==> config.mk <==
export PLATFORM = sky130hd
export DESIGN_NAME = pulse_transmitter_multi_timer_flat
export DESIGN_NICKNAME = d
export VERILOG_FILES = /design/src/rtl/pulse_transmitter_timer_pkg.sv /design/src/rtl/pulse_transmitter_multi_timer_if.sv /design/src/rtl/pulse_transmitter_timer_channel.sv /design/src/rtl/pulse_transmitter_multi_timer.sv /design/src/flat_wrapper.sv
export SDC_FILE = /design/constraint.sdc
export NUM_CORES = 1
export LEC_CHECK = 0
export BUFFER_PORTS_ARGS = -buffer_cell sky130_fd_sc_hd__buf_2
export CORE_UTILIZATION = 50
export CTS_BUF_LIST = sky130_fd_sc_hd__clkbuf_4 sky130_fd_sc_hd__clkbuf_8
export CTS_CLUSTER_SIZE = 40
export DETAILED_ROUTE_END_ITERATION = 8
export PLACE_DENSITY = 0.63
export RECOVER_POWER = 50
export SETUP_SLACK_MARGIN = 0.02
export SYNTH_ARGS = -nofsm -noshare
export SYNTH_HDL_FRONTEND = slang
export SYNTH_HIERARCHICAL = 1
export SYNTH_SLANG_ARGS = --single-unit
==> constraint.sdc <==
create_clock -name clk -period 5 [get_ports clk]
set_input_delay 0.5 -clock clk [delete_from_list [all_inputs] [get_ports clk]]
set_output_delay 0.5 -clock clk [all_outputs]
set_load 0.02 [all_outputs]
==> src/rtl/pulse_transmitter_timer_pkg.sv <==
// Shared types and helpers for the multi-channel pulse transmitter timer.
package pulse_transmitter_timer_pkg;

  // Per-channel controller state.
  typedef enum logic {
    IDLE = 1'b0,
    RUN  = 1'b1
  } ch_state_e;

  localparam int DEF_TIMER_WIDTH    = 8;
  localparam int DEF_PRESCALER_BITS = 4;

  // One timer segment, {prescaler shift, duration}, at the default widths.
  typedef struct packed {
    logic [DEF_PRESCALER_BITS-1:0] prescaler;
    logic [DEF_TIMER_WIDTH-1:0]    duration;
  } timer_cfg_t;

  // Channel index width; a single channel still needs a 1-bit index.
  function automatic int ch_index_width(input int n);
    return (n <= 1) ? 1 : $clog2(n);
  endfunction

endpackage

==> src/rtl/pulse_transmitter_multi_timer_if.sv <==
// Shared shadow-register write bus into the multi-channel timer.
// Handshake: the write strobe has no back-pressure. Every cycle with
// wr_valid=1 is one accepted write of {wr_prescaler, wr_duration} into the
// shadow of channel wr_ch; channel indices outside the block are dropped.
interface pulse_transmitter_multi_timer_if #(
  parameter int CH_W           = 2,
  parameter int TIMER_WIDTH    = 8,
  parameter int PRESCALER_BITS = 4
);
  logic                      wr_valid;
  logic [CH_W-1:0]           wr_ch;
  logic [PRESCALER_BITS-1:0] wr_prescaler;
  logic [TIMER_WIDTH-1:0]    wr_duration;

  modport master (output wr_valid, wr_ch, wr_prescaler, wr_duration);
  modport slave  (input  wr_valid, wr_ch, wr_prescaler, wr_duration);
endinterface

==> src/rtl/pulse_transmitter_timer_channel.sv <==
// One countdown timer channel: double-buffered segment register, prescaled
// countdown, repeat/one-shot expiry handling and a sticky underrun flag.
module pulse_transmitter_timer_channel
  import pulse_transmitter_timer_pkg::*;
#(
  parameter int TIMER_WIDTH    = 8,
  parameter int PRESCALER_BITS = 4
) (
  input  logic                      clk,
  input  logic                      sys_rst,
  input  logic                      en_i,
  input  logic                      oneshot_i,
  input  logic                      wr_en_i,
  input  logic [PRESCALER_BITS-1:0] wr_prescaler_i,
  input  logic [TIMER_WIDTH-1:0]    wr_duration_i,
  input  logic                      underrun_clr_i,
  output logic                      request_data_o,
  output logic                      pulse_out_o,
  output logic                      underrun_o,
  output ch_state_e                 state_o
);

  localparam int PRE_W = (1 << PRESCALER_BITS) - 1;

  typedef struct packed {
    logic [PRESCALER_BITS-1:0] prescaler;
    logic [TIMER_WIDTH-1:0]    duration;
  } cfg_t;

  ch_state_e            state_q, state_d;
  cfg_t                 active_q, active_d;
  cfg_t                 shadow_q, shadow_d;
  logic                 full_q, full_d;
  logic [PRE_W-1:0]     pre_q, pre_d;
  logic [TIMER_WIDTH-1:0] cnt_q, cnt_d;
  logic                 pulse_q, pulse_d;
  logic                 underrun_q, underrun_d;
  logic                 ur_set;

  // (1 << p) - 1 without ever forming a value wider than the counter.
  function automatic logic [PRE_W-1:0] pre_reload(input logic [PRESCALER_BITS-1:0] p);
    return ~({PRE_W{1'b1}} << p);
  endfunction

  // Next-state: shadow write, IDLE/RUN control, countdown and expiry handling.
  always_comb begin
    state_d    = state_q;
    active_d   = active_q;
    shadow_d   = shadow_q;
    full_d     = full_q;
    pre_d      = pre_q;
    cnt_d      = cnt_q;
    pulse_d    = 1'b0;
    ur_set     = 1'b0;
    // A same-cycle write lands in the shadow after the old shadow is consumed,
    // so every consume below leaves full_d = wr_en_i.
    if (wr_en_i) begin
      shadow_d = '{prescaler: wr_prescaler_i, duration: wr_duration_i};
      full_d   = 1'b1;
    end
    case (state_q)
      IDLE: begin
        if (en_i && full_q) begin
          state_d  = RUN;
          active_d = shadow_q;
          pre_d    = pre_reload(shadow_q.prescaler);
          cnt_d    = shadow_q.duration;
          full_d   = wr_en_i;
        end
      end
      RUN: begin
        if (!en_i) begin
          state_d = IDLE;
        end else if (pre_q != '0) begin
          pre_d = pre_q - PRE_W'(1);
        end else if (cnt_q != '0) begin
          pre_d = pre_reload(active_q.prescaler);
          cnt_d = cnt_q - TIMER_WIDTH'(1);
        end else begin
          pulse_d = 1'b1;
          if (oneshot_i) begin
            state_d = IDLE;
          end else if (full_q) begin
            active_d = shadow_q;
            pre_d    = pre_reload(shadow_q.prescaler);
            cnt_d    = shadow_q.duration;
            full_d   = wr_en_i;
          end else begin
            pre_d  = pre_reload(active_q.prescaler);
            cnt_d  = active_q.duration;
            ur_set = 1'b1;
          end
        end
      end
      default: state_d = IDLE;
    endcase
    // Setting beats clearing when both happen in one cycle.
    underrun_d = (underrun_q & ~underrun_clr_i) | ur_set;
  end

  // State register with synchronous reset; reset also swallows a pending pulse.
  always_ff @(posedge clk) begin
    if (sys_rst) begin
      state_q    <= IDLE;
      active_q   <= '0;
      shadow_q   <= '0;
      full_q     <= 1'b0;
      pre_q      <= '0;
      cnt_q      <= '0;
      pulse_q    <= 1'b0;
      underrun_q <= 1'b0;
    end else begin
      state_q    <= state_d;
      active_q   <= active_d;
      shadow_q   <= shadow_d;
      full_q     <= full_d;
      pre_q      <= pre_d;
      cnt_q      <= cnt_d;
      pulse_q    <= pulse_d;
      underrun_q <= underrun_d;
    end
  end

  assign request_data_o = en_i & ~full_q;
  assign pulse_out_o    = pulse_q;
  assign underrun_o     = underrun_q;
  assign state_o        = state_q;

endmodule

==> src/rtl/pulse_transmitter_multi_timer.sv <==
// Multi-channel pulse transmitter timer: decodes the shared shadow write bus
// and instantiates one independent timer channel per output.
module pulse_transmitter_multi_timer
  import pulse_transmitter_timer_pkg::*;
#(
  parameter int  NUM_CHANNELS   = 4,
  parameter int  TIMER_WIDTH    = 8,
  parameter int  PRESCALER_BITS = 4,
  localparam int CH_W           = ch_index_width(NUM_CHANNELS)
) (
  input  logic                             clk,
  input  logic                             sys_rst,
  input  logic [NUM_CHANNELS-1:0]          en,
  input  logic [NUM_CHANNELS-1:0]          oneshot,
  pulse_transmitter_multi_timer_if.slave   wr,
  output logic [NUM_CHANNELS-1:0]          request_data,
  output logic [NUM_CHANNELS-1:0]          pulse_out,
  output logic [NUM_CHANNELS-1:0]          busy,
  output logic [NUM_CHANNELS-1:0]          underrun,
  input  logic [NUM_CHANNELS-1:0]          underrun_clr
);

  logic [NUM_CHANNELS-1:0] wr_en;
  ch_state_e               ch_state [NUM_CHANNELS];

  for (genvar i = 0; i < NUM_CHANNELS; i++) begin : g_ch
    // An index with no matching channel selects nothing, so it is ignored.
    assign wr_en[i] = wr.wr_valid && (wr.wr_ch == CH_W'(i));

    pulse_transmitter_timer_channel #(
      .TIMER_WIDTH    (TIMER_WIDTH),
      .PRESCALER_BITS (PRESCALER_BITS)
    ) u_ch (
      .clk            (clk),
      .sys_rst        (sys_rst),
      .en_i           (en[i]),
      .oneshot_i      (oneshot[i]),
      .wr_en_i        (wr_en[i]),
      .wr_prescaler_i (wr.wr_prescaler),
      .wr_duration_i  (wr.wr_duration),
      .underrun_clr_i (underrun_clr[i]),
      .request_data_o (request_data[i]),
      .pulse_out_o    (pulse_out[i]),
      .underrun_o     (underrun[i]),
      .state_o        (ch_state[i])
    );

    assign busy[i] = (ch_state[i] == RUN);
  end

endmodule

==> src/flat_wrapper.sv <==
// flat-port wrapper written by rule: the top's interface ports become plain ports
module pulse_transmitter_multi_timer_flat import pulse_transmitter_timer_pkg::*;
#(
  parameter int  NUM_CHANNELS   = 4,
  parameter int  TIMER_WIDTH    = 8,
  parameter int  PRESCALER_BITS = 4,
  localparam int CH_W           = ch_index_width(NUM_CHANNELS)
)
  (clk, sys_rst, en, oneshot, request_data, pulse_out, busy, underrun, underrun_clr, wr_wr_valid, wr_wr_ch, wr_wr_prescaler, wr_wr_duration);
  pulse_transmitter_multi_timer_if #(.CH_W(2), .TIMER_WIDTH(TIMER_WIDTH), .PRESCALER_BITS(PRESCALER_BITS)) wr_i ();
  input  logic clk;
  input  logic sys_rst;
  input  logic [NUM_CHANNELS-1:0] en;
  input  logic [NUM_CHANNELS-1:0] oneshot;
  output logic [NUM_CHANNELS-1:0] request_data;
  output logic [NUM_CHANNELS-1:0] pulse_out;
  output logic [NUM_CHANNELS-1:0] busy;
  output logic [NUM_CHANNELS-1:0] underrun;
  input  logic [NUM_CHANNELS-1:0] underrun_clr;
  input wire logic [$bits(wr_i.wr_valid)-1:0] wr_wr_valid;
  input wire logic [$bits(wr_i.wr_ch)-1:0] wr_wr_ch;
  input wire logic [$bits(wr_i.wr_prescaler)-1:0] wr_wr_prescaler;
  input wire logic [$bits(wr_i.wr_duration)-1:0] wr_wr_duration;
  assign wr_i.wr_valid = wr_wr_valid;
  assign wr_i.wr_ch = wr_wr_ch;
  assign wr_i.wr_prescaler = wr_wr_prescaler;
  assign wr_i.wr_duration = wr_wr_duration;
  pulse_transmitter_multi_timer #(.NUM_CHANNELS(NUM_CHANNELS), .TIMER_WIDTH(TIMER_WIDTH), .PRESCALER_BITS(PRESCALER_BITS)) u_core (.clk(clk), .sys_rst(sys_rst), .en(en), .oneshot(oneshot), .wr(wr_i), .request_data(request_data), .pulse_out(pulse_out), .busy(busy), .underrun(underrun), .underrun_clr(underrun_clr));
endmodule
==> results_dict.tcl, run 1 <==
set metrics [dict create \
    utilization_pct 55.30 \
    outcome "complete, but fails checks" \
    area_growth_pct 7.429 \
    synth_top_area_share_pct 32.25 \
    synth-seq-cells 204 \
    setup_viol 0 \
    die_area_um2 25970 \
    grt_start_max_net_pins 104 \
    maxCapViolations 3 \
    min_from "underrun_clr[1]" \
    drive_above_1_share_pct 12.11 \
    slew_headroom_pct -43.87 \
    port_buffers 44 \
    worstPathRequired_ns 5.32 \
    nets 1567 \
    yosysSeqAreaShare_pct 32.25 \
    routed_wl_mm 34.27 \
    core-area_um2 24600 \
    grt_overflow 0 \
    total_power_mw 3.886 \
    syn_inst 1540 \
    synthArstFlopShare_pct 0 \
    synthAdderAreaFrac_pct 1.186 \
    cts.sinks 204 \
    power-per-cell-area_nw_per_um2 285.6 \
    synth.avg_cell_area_um2 8.224 \
    fp.dieW_um 161.2 \
    dp_hpwl_mm 22.69 \
    drtAntennaViolNets 0 \
    synth-compound-area-share_pct 23.83 \
    tns_ns 0 \
    synth_top_family_by_area "simple AND/OR/NAND/NOR gates" \
    fin_cells 1876 \
    n_antenna_cell 0 \
    cp_max_fo 22 \
    tightest_slew_ns 2.158 \
    antenna_found_initial 0 \
    violations "capacitance limit, slew limit" \
    fin_crit_sh_pct 73.21 \
    viasPerCell 6.212 \
    syn_area_um2 12660 \
    post-route-min-period_ns 3.661 \
    ys_types 91 \
    synth_area_leaders "dfxtp_1 (32%), mux2i_1 (8.5%), nor2_1 (5.0%)" \
    r2r_setup_slack_ns 1.34 \
    die_h_um 161.2 \
    end_kind "register" \
    firstDrtPassIters 8 \
    cts_setup_buffers 0 \
    cts_resized 0 \
    yosysWarnings 6 \
    synth.largest_area_cell "dfxtp_1" \
    synth.net_count 1581 \
    grtUsageTotal_pct 25.72 \
    cts_root_buf "clkbuf_8" \
    drt_iter0_markers 942 \
    synth_edf_count 0 \
    routedWlPerCell_um 18.27 \
    synthSimpleGateAreaFrac_pct 26.81 \
    hold_class "input pin to register" \
    r2r-end "u_core/g_ch[0].u_ch/pre_q[10]" \
    gp_congestion 0.9167 \
    drc 0 \
    vias 11650 \
    ir_drop_uv 174.6 \
    grt_pass1_wl_mm 55.46 \
    numCtsBuffers 39 \
    cts.clk_slew.worst_paths_ns 0.06 \
    final_cell_mix "dfxtp_1 (204), nor2_1 (170), a21oi_1 (117)" \
    clk_path_buf_depth 3 \
    final_common_cell "dfxtp_1" \
    ys.flop_type "dfxtp_1" \
    fmax_ghz 0.2732 \
    fin_skew_ns 0.01791 \
    place_inst 1809 \
    cp-start-kind "register" \
    htree_levels 2 \
    critical_path_arrival_ns 3.98 \
    finalHoldViolCount 0 \
    num_rows 57 \
    power_leakage_nw 5.166 \
    min_path_cells 3 \
    first_global_vias 10590 \
    grt_setup_unrepaired "no" \
    criticalPathCategory "register to register" \
    synthXorXnorAreaFrac_pct 1.383 \
    start_util_pct 51.47 \
    worstSkewPairLatency_ns 0.54 \
    drv_slew 184 \
    synth_mux_area_share_pct 8.714 \
    cts_tree "yes" \
    boundaryPins 45 \
    r2r_start "u_core/g_ch[0].u_ch/state_o" \
    reg2regPathDepth 8 \
    crit_start "u_core/g_ch[0].u_ch/state_o" \
    cts_hold_buf 0 \
    min_to "u_core/g_ch[1].u_ch/underrun_o" \
]
## sequential cells by signal, indices dropped and copies added (netlist names)
name and cells:
u_core/g_ch.u_ch/active_q 48, u_core/g_ch.u_ch/full_q 4, u_core/g_ch.u_ch/underrun_o 4, u_core/g_ch.u_ch/shadow_q 48, u_core/g_ch.u_ch/pulse_out_o 4, u_core/g_ch.u_ch/pre_q 60, u_core/g_ch.u_ch/cnt_q 32, u_core/g_ch.u_ch/state_o 4
## cells by family after synthesis
logic type	Yosys count
XOR/XNOR	20
buffers and inverters	166
AND/OR/NAND/NOR	606
flip-flops	204
AO/OA/AOI/OAI	422
multiplexers	110
adder cells (fa/ha/maj)	12
## final cells by class
type	instances	area, µm²
clock buffers	58	754.5
repair buffers	59	279.0
inverters	52	195.2
fillers	2323	11000
well taps	324	405.4
flip-flops and latches	204	4084
clock inverters	9	77.57
multi-input cells	1170	7810
## worst max-delay path, cell delays in order, from the launching register on
cell,delay [ns]
dfxtp_1,0.31
clkbuf_1,0.72
or4b_1,0.58
or4_1,0.67
o31ai_4,0.59
buf_4,0.30
a21oi_1,0.06
o21ai_0,0.13
a21oi_1,0.09
## worst max-delay path by stage
stage	end	slack [ns]	depth (start not counted)
after floorplan	u_core/g_ch[0].u_ch/pre_q[4]	2.57	9
after global placement	u_core/g_ch[0].u_ch/pre_q[4]	2.09	7
after detailed placement	u_core/g_ch[0].u_ch/pre_q[4]	2.06	7
after CTS	u_core/g_ch[0].u_ch/pre_q[4]	2.04	7
after global routing	u_core/g_ch[0].u_ch/pre_q[10]	1.03	8
final	u_core/g_ch[0].u_ch/pre_q[10]	1.34	8
## Yosys cell counts (6+ instances only)
cell      count
o41ai_2       6
a21oi_2       8
a211oi_1     22
o22ai_1      20
nor2b_1      18
a21o_1        6
o21ai_2       6
nand2b_1     50
a21oi_1     114
nand3_1      38
clkbuf_1     80
inv_1        50
nor3b_1       6
o21ai_1      14
o32ai_1       6
nand3b_1     16
xnor2_1      18
nand2_1      86
o31ai_1      26
nor2_1      170
and3_1       10
a32o_1        6
buf_2        14
dfxtp_1     204
or4_1        20
nor4_1       38
o21a_1        6
buf_4        10
a311oi_1     10
buf_6         8
or2_2         8
o211ai_1     10
o21ai_0      70
or3_1        26
a31oi_1      12
ha_1         12
nand4_1       8
o221ai_1     12
mux2i_1     108
nor3_1       56
## stage by stage
step / hold slack (ns) / worst slack, ns / cell area (µm²)
2_1_floorplan: 0.4446 / 2.570 / 12660
3_3_place_gp: 0.4531 / 2.092 / 12870
3_5_place_dp: 0.4648 / 2.056 / 12870
4_1_cts: 0.1970 / 2.044 / 13700
5_1_grt: 0.2385 / 1.031 / 13610
6_report: 0.2234 / 1.339 / 13610
## power breakdown
part	switching, mW	internal (mW)	total, mW
Combinational	0.292	0.162	0.454
Clock	0.723	1.01	1.74
Sequential	0.0427	1.65	1.69
## metal layers
layer  global-route usage (%)  vias to the layer above  wire length [µm]
li1                         -                     5694                 -
met2                    40.26                      357             15580
met1                    36.90                     5557             16300
met4                    7.161                        0               514
met3                    3.390                       45              1877
met5                        0                        -                 0
Note: power is estimated with default switching activity, not from simulation.
==> run 2: changes to the inputs <==
--- a/config.mk
+++ b/config.mk
@@ -5,12 +5,13 @@
 export SDC_FILE = /design/constraint.sdc
 export NUM_CORES = 1
 export LEC_CHECK = 0
+export ABC_AREA = 1
 export BUFFER_PORTS_ARGS = -buffer_cell sky130_fd_sc_hd__buf_2
 export CORE_UTILIZATION = 50
 export CTS_BUF_LIST = sky130_fd_sc_hd__clkbuf_4 sky130_fd_sc_hd__clkbuf_8
 export CTS_CLUSTER_SIZE = 40
 export DETAILED_ROUTE_END_ITERATION = 8
-export PLACE_DENSITY = 0.63
+export PLACE_DENSITY = 0.62
 export RECOVER_POWER = 50
 export SETUP_SLACK_MARGIN = 0.02
 export SYNTH_ARGS = -nofsm -noshare
==> constraint.sdc (replaced) <==
create_clock -name clk -period 3.85 [get_ports clk]
set_input_delay 0.385 -clock clk [delete_from_list [all_inputs] [get_ports clk]]
set_output_delay 0.385 -clock clk [all_outputs]
set_load 0.02 [all_outputs]
==> results_dict.tcl, run 2 <==
set metrics [dict create \
    synthArstFlopShare_pct 0 \
    firstDrtPassIters 6 \
    syn_inst 2178 \
    die_area_um2 27230 \
    end_kind "register" \
    hold_class "input pin to register" \
    gp_congestion 0.9695 \
    power.internal_mw 3.944 \
    cp-start-kind "register" \
    switchingPower_mw 1.825 \
    routed_wl_mm 39.97 \
    post-route-min-period_ns 2.793 \
    fin_skew_ns 0.01496 \
    maxCapViolations 1 \
    grt_pass1_wl_mm 63.40 \
    power_frac_clock_pct 41.9 \
    start_util_pct 50.99 \
    setup_viol 0 \
    synth_edf_count 0 \
    final_common_cell "nand2_1" \
    top_register "u_core/g_ch.u_ch/pre_q" \
    htree_levels 2 \
    clk_path_buf_depth 3 \
    drtAntennaViolNets 0 \
    cp_max_fo 16 \
    worstSkewPairLatency_ns 0.55 \
    nets 2236 \
    total_power_mw 5.769 \
    grtUsageTotal_pct 29.37 \
    tightest_slew_ns 1.655 \
    numCtsBuffers 39 \
    synth_area_leaders "dfxtp_1 (31%), nand2_1 (15%), nor2_1 (11%)" \
    drv_slew 24 \
    yosysWarnings 6 \
    criticalPathCategory "register to register" \
    synth.largest_area_cell "dfxtp_1" \
    viasPerCell 5.439 \
    critical_path_arrival_ns 3.16 \
    largestRegisters "u_core/g_ch.u_ch/pre_q (60), u_core/g_ch.u_ch/active_q (48), u_core/g_ch.u_ch/shadow_q (48)" \
    crit_start "u_core/g_ch[0].u_ch/cnt_q[0]" \
    cts_setup_buffers 0 \
    tns_ns 0 \
    first_global_vias 12130 \
    synth.net_count 2219 \
    power_leakage_nw 6.494 \
    max_stage_delay_ns 0.81 \
    grt_start_max_net_pins 40 \
    fp.dieW_um 165.0 \
    drt_iter0_markers 1268 \
    fmax_ghz 0.3581 \
    synth.most_common_cell "nand2_1" \
    cts.sinks 204 \
    outcome "complete, but fails checks" \
    worstPathRequired_ns 4.21 \
    cts_tree "yes" \
    n_antenna_cell 0 \
    syn_area_um2 13290 \
    synth_top_area_share_pct 30.73 \
    pwr-share-seq_pct 39.4 \
    grt_overflow 0 \
    ys.flop_type "dfxtp_1" \
    ys_top_cells_by_count "nand2_1 (530), nor2_1 (400), o21ai_0 (224)" \
    area_growth_pct 8.230 \
    worst_path_most_repeated_cell "nand3_1" \
    num_rows 59 \
    largest_register_ffs 60 \
    synth-seq-cells 204 \
    violations "capacitance limit, slew limit" \
    boundaryPins 45 \
    r2r_start "u_core/g_ch[0].u_ch/cnt_q[0]" \
    p_sw_share_pct 31.64 \
    yosysSeqAreaShare_pct 30.73 \
    antenna_found_initial 0 \
    slowest_stage "nor2_1" \
    holdWs_ns 0.07639 \
    ys_types 42 \
    cts.clk_slew.worst_paths_ns 0.06 \
    core-area_um2 26060 \
    die_h_um 165.0 \
    routedWlPerCell_um 15.62 \
    cts_root_buf "clkbuf_8" \
    combPwrFrac_pct 18.7 \
    path_cells "inv_1 > ha_1 > nand2_1 > nor2_1 > nand3_1 > nand3_1 > inv_1 > nand3_1 > a21oi_1" \
    port_buffers 44 \
    synth.avg_cell_area_um2 6.101 \
    cts_resized 0 \
    cts_hold_buf 0 \
    power-per-cell-area_nw_per_um2 401.1 \
    slew_headroom_pct -10.34 \
    fin_crit_sh_pct 72.54 \
    min_from "underrun_clr[3]" \
    vias 13920 \
    finalHoldViolCount 0 \
    drc 0 \
    ir_drop_uv 331.8 \
    drive_above_1_share_pct 9.667 \
    final_cell_mix "nand2_1 (534), nor2_1 (402), o21ai_0 (232)" \
    grt_setup_unrepaired "no" \
    dp_hpwl_mm 28.62 \
]
==> run 2: cell count changes in the layout (fill, tap and decap cells not counted), moves of 37 or more <==
cell      change
nor3_1       -44
mux2i_1     -108
nand2b_1     -50
nor2_1      +232
o21ai_0     +159
a21oi_1      +37
nand3_1     +114
inv_1       +149
nand2_1     +448
==> run 2: through the flow <==
step           std cells  util, %  cell area [µm²]  setup WS [ns]
4_1_cts             2559    55.43            14440          1.382
3_3_place_gp        2489    52.03            13560          1.344
5_1_grt             2559    55.19            14380         0.7140
2_1_floorplan       2178        -            13290          2.196
6_report            2559    55.19            14380          1.057
3_5_place_dp        2489    52.03            13560          1.403
==> run 2: final timing paths <==
path	end	slack, ns	cells past startpoint
max	u_core/g_ch[0].u_ch/cnt_q[2]	1.06	9
min	u_core/g_ch[3].u_ch/underrun_o	0.08	4
max reg2reg	u_core/g_ch[0].u_ch/cnt_q[2]	1.06	9
min reg2reg	u_core/g_ch[2].u_ch/active_q[5]	0.45	2
==> run 2: cell families (layout without fill, tap and decap cells) <==
logic type               Yosys count  count (layout)  synth area share [%]
AO/OA/AOI/OAI                    418             418                 16.50
XOR/XNOR                          26              26                 1.714
adder cells (fa/ha/maj)           12              12                 1.130
buffers and inverters            288             334                 9.228
flip-flops                       204             204                 30.73
AND/OR/NAND/NOR                 1230            1230                 40.70
==> run 2: power groups by stage <==
stage          Clock [mW]  Combinational, mW  Sequential [mW]
6_report             2.42               1.08             2.27
5_1_grt              2.58               1.20             2.28
4_1_cts              2.48               1.07             2.27
3_5_place_dp            0               1.06             2.32
3_3_place_gp            0               1.06             2.32
2_1_floorplan           0              0.828             2.28
==> run 2: area by class of cell <==
class | instances | area [µm²]
Clock buffer | 60 | 775.7
Clock inverter | 10 | 108.9
Fill cell | 2710 | 11680
Inverter | 214 | 813.3
Multi-Input combinational cell | 1686 | 7938
Sequential cell | 204 | 4084
Tap cell | 335 | 419.2
Timing Repair Buffer | 50 | 242.7
==> run 2: layer usage <==
layer / vias to the layer above / wire (µm) / GRT usage [%]
met4: 0 / 988 / 9.967
met5: - / 0 / 0
met2: 453 / 16960 / 43.90
met3: 73 / 2644 / 4.345
li1: 7058 / - / -
met1: 6334 / 19380 / 42.57
==> run 2: worst max-delay path: cells and delay by family, from the launching register on <==
family,cells,cell delay [ns]
adders and majority gates,1,0.23
and+or+nand+nor,5,1.68
DFF,1,0.32
AOI/OAI and AO/OA,1,0.07
buffers and inverters,2,0.30
==> run 3: changes to the inputs <==
==> constraint.sdc (replaced) <==
create_clock -name clk -period 2.9 [get_ports clk]
set_input_delay 0.29 -clock clk [delete_from_list [all_inputs] [get_ports clk]]
set_output_delay 0.29 -clock clk [all_outputs]
set_load 0.02 [all_outputs]
==> results_dict.tcl, run 3 (same netlist as run 2, synthesis figures left out) <==
set metrics [dict create \
    max_stage_delay_ns 0.62 \
    area_growth_pct 8.493 \
    path_cells "inv_1 > ha_1 > nand2_2 > nor2_2 > nand3_2 > nand2_1 > clkbuf_1 > inv_6 > nor2_8 > o21ai_0 > a21oi_1" \
    dp_hpwl_mm 29.11 \
    min_to "u_core/g_ch[3].u_ch/underrun_o" \
    worst-path-buf-inv 3 \
    worstSkewPairLatency_ns 0.55 \
    busiest_layer "met2" \
    viasPerCell 5.402 \
    fin_skew_ns 0.01661 \
    r2r_start "u_core/g_ch[2].u_ch/pre_q[0]" \
    gr-usage-met1_pct 42.34 \
    power-per-cell-area_nw_per_um2 514.0 \
    port_buffers 44 \
    end_kind "register" \
    antenna_found_initial 0 \
    largestRegisters "u_core/g_ch.u_ch/pre_q (60), u_core/g_ch.u_ch/active_q (48), u_core/g_ch.u_ch/shadow_q (48)" \
    place_area_um2 13680 \
    criticalPathCategory "register to register" \
    gp_congestion 0.9456 \
    vias 13900 \
    final_common_cell "nand2_1" \
    hold_class "input pin to register" \
    violations "capacitance limit, slew limit" \
    slowest_stage "clkbuf_1" \
    fmax_ghz 0.4016 \
    clk_path_buf_depth 3 \
    setup_viol 0 \
    boundaryPins 45 \
    r2r-end "u_core/g_ch[2].u_ch/cnt_q[0]" \
    cts_root_buf "clkbuf_8" \
    nets 2255 \
    grt_start_max_net_pins 40 \
    stdcell_area_um2 14420 \
    cp_max_fo 10 \
    drv_slew 40 \
    grt_setup_unrepaired "no" \
    power_leakage_nw 6.531 \
    multi_input_area_um2 7935 \
    cts_tree "yes" \
    finalHoldViolCount 0 \
    slew_headroom_pct -4.151 \
    grt_pass1_wl_mm 63.97 \
    fp.dieW_um 165.0 \
    seq_area_um2 4084 \
    num_rows 59 \
    start_util_pct 50.99 \
    dp_slack_ns 0.6598 \
    cp_top_family "buffers and inverters" \
    outcome "complete, but fails checks" \
    r2r_setup_slack_ns 0.41 \
    fin_crit_sh_pct 85.87 \
    ir_drop_uv 478.6 \
    numCtsBuffers 38 \
    largest_register_ffs 60 \
    post-route-min-period_ns 2.490 \
    cts.clk_slew.worst_paths_ns 0.06 \
    min_from "oneshot[3]" \
    use_met2_pct 45.13 \
    top_register "u_core/g_ch.u_ch/pre_q" \
    cts.sinks 204 \
    fillers 2698 \
    die_area_um2 27230 \
    maxCapViolations 1 \
    drt_iter0_markers 1396 \
    drive_above_1_share_pct 9.826 \
    drc 0 \
    cp-start-kind "register" \
    cts_resized 0 \
    min_path_cells 4 \
    routedWlPerCell_um 15.67 \
    setup_ws_ns 0.4097 \
    firstDrtPassIters 6 \
    core-area_um2 26060 \
    grtUsageTotal_pct 29.48 \
    tns_ns 0 \
    n_antenna_cell 0 \
    drtAntennaViolNets 0 \
    critical_path_arrival_ns 2.96 \
    htree_levels 2 \
    tightest_slew_ns 1.562 \
    worstPathRequired_ns 3.37 \
    reg2regPathDepth 11 \
    routed_wl_mm 40.33 \
    first_global_vias 12410 \
    met3_usage_pct 4.420 \
    die_h_um 165.0 \
    final_cell_mix "nand2_1 (535), nor2_1 (401), o21ai_0 (231)" \
    grt_overflow 0 \
]
==> run 3: power breakdown <==
| group | internal (mW) | switching (mW) | leakage (nW) |
|---|---|---|---|
| Clock | 1.67 | 1.26 | 0.428 |
| Combinational | 0.461 | 0.995 | 4.45 |
| Sequential | 2.91 | 0.111 | 1.66 |
| Total | 5.04 | 2.37 | 6.53 |
==> run 3: routing by layer <==
layer	up-vias	wire, µm
met5	-	0
li1	7085	-
met3	75	2653
met1	6300	19410
met4	0	886
met2	444	17380
==> run 3: final cells by class <==
class	count	share of cell area, %
inverters	214	5.641
multi-input cells	1686	55.04
clock inverters	5	0.1736
clock buffers	60	5.338
well taps	335	2.907
flip-flops and latches	204	28.33
repair buffers	70	2.569
==> run 3: metrics by stage <==
step / std cells / hold slack [ns] / power, mW / util (%)
floorplan: 2178 / 0.3669 / 4.131 / -
global placement: 2505 / 0.4338 / 4.503 / 52.49
detailed placement: 2505 / 0.4372 / 4.508 / 52.49
CTS: 2574 / 0.02507 / 7.471 / 55.70
global route: 2574 / 0.05340 / 7.780 / 55.32
finish: 2574 / 0.05359 / 7.410 / 55.32
==> run 3: worst max-delay path by stage <==
stage                                       from                                to  slack, ns  depth (start not counted)
CTS                 u_core/g_ch[2].u_ch/cnt_q[0]   u_core/g_ch[2].u_ch/active_q[3]       0.66                          9
detailed placement  u_core/g_ch[2].u_ch/cnt_q[0]   u_core/g_ch[2].u_ch/active_q[4]       0.66                          9
finish              u_core/g_ch[2].u_ch/pre_q[0]      u_core/g_ch[2].u_ch/cnt_q[0]       0.41                         11
global route        u_core/g_ch[2].u_ch/pre_q[0]      u_core/g_ch[2].u_ch/cnt_q[4]       0.22                         11
floorplan           u_core/g_ch[2].u_ch/cnt_q[0]   u_core/g_ch[2].u_ch/active_q[1]       1.25                         10
global placement    u_core/g_ch[2].u_ch/cnt_q[0]  u_core/g_ch[2].u_ch/active_q[10]       0.79                          9
==> run 3: repair_timing <==
item                                    4_1_cts  5_1_grt
endpoints found under the hold margin         4        0
buffers inserted                              0        0
endpoints found under the setup margin        0        0
hold buffers                                  4        0
==> run 3: worst min-delay path, delay by kind of cell <==
family          cells  cell delay, ns
buf+inv             1            0.09
compound gates      1            0.06
simple gates        2            0.12
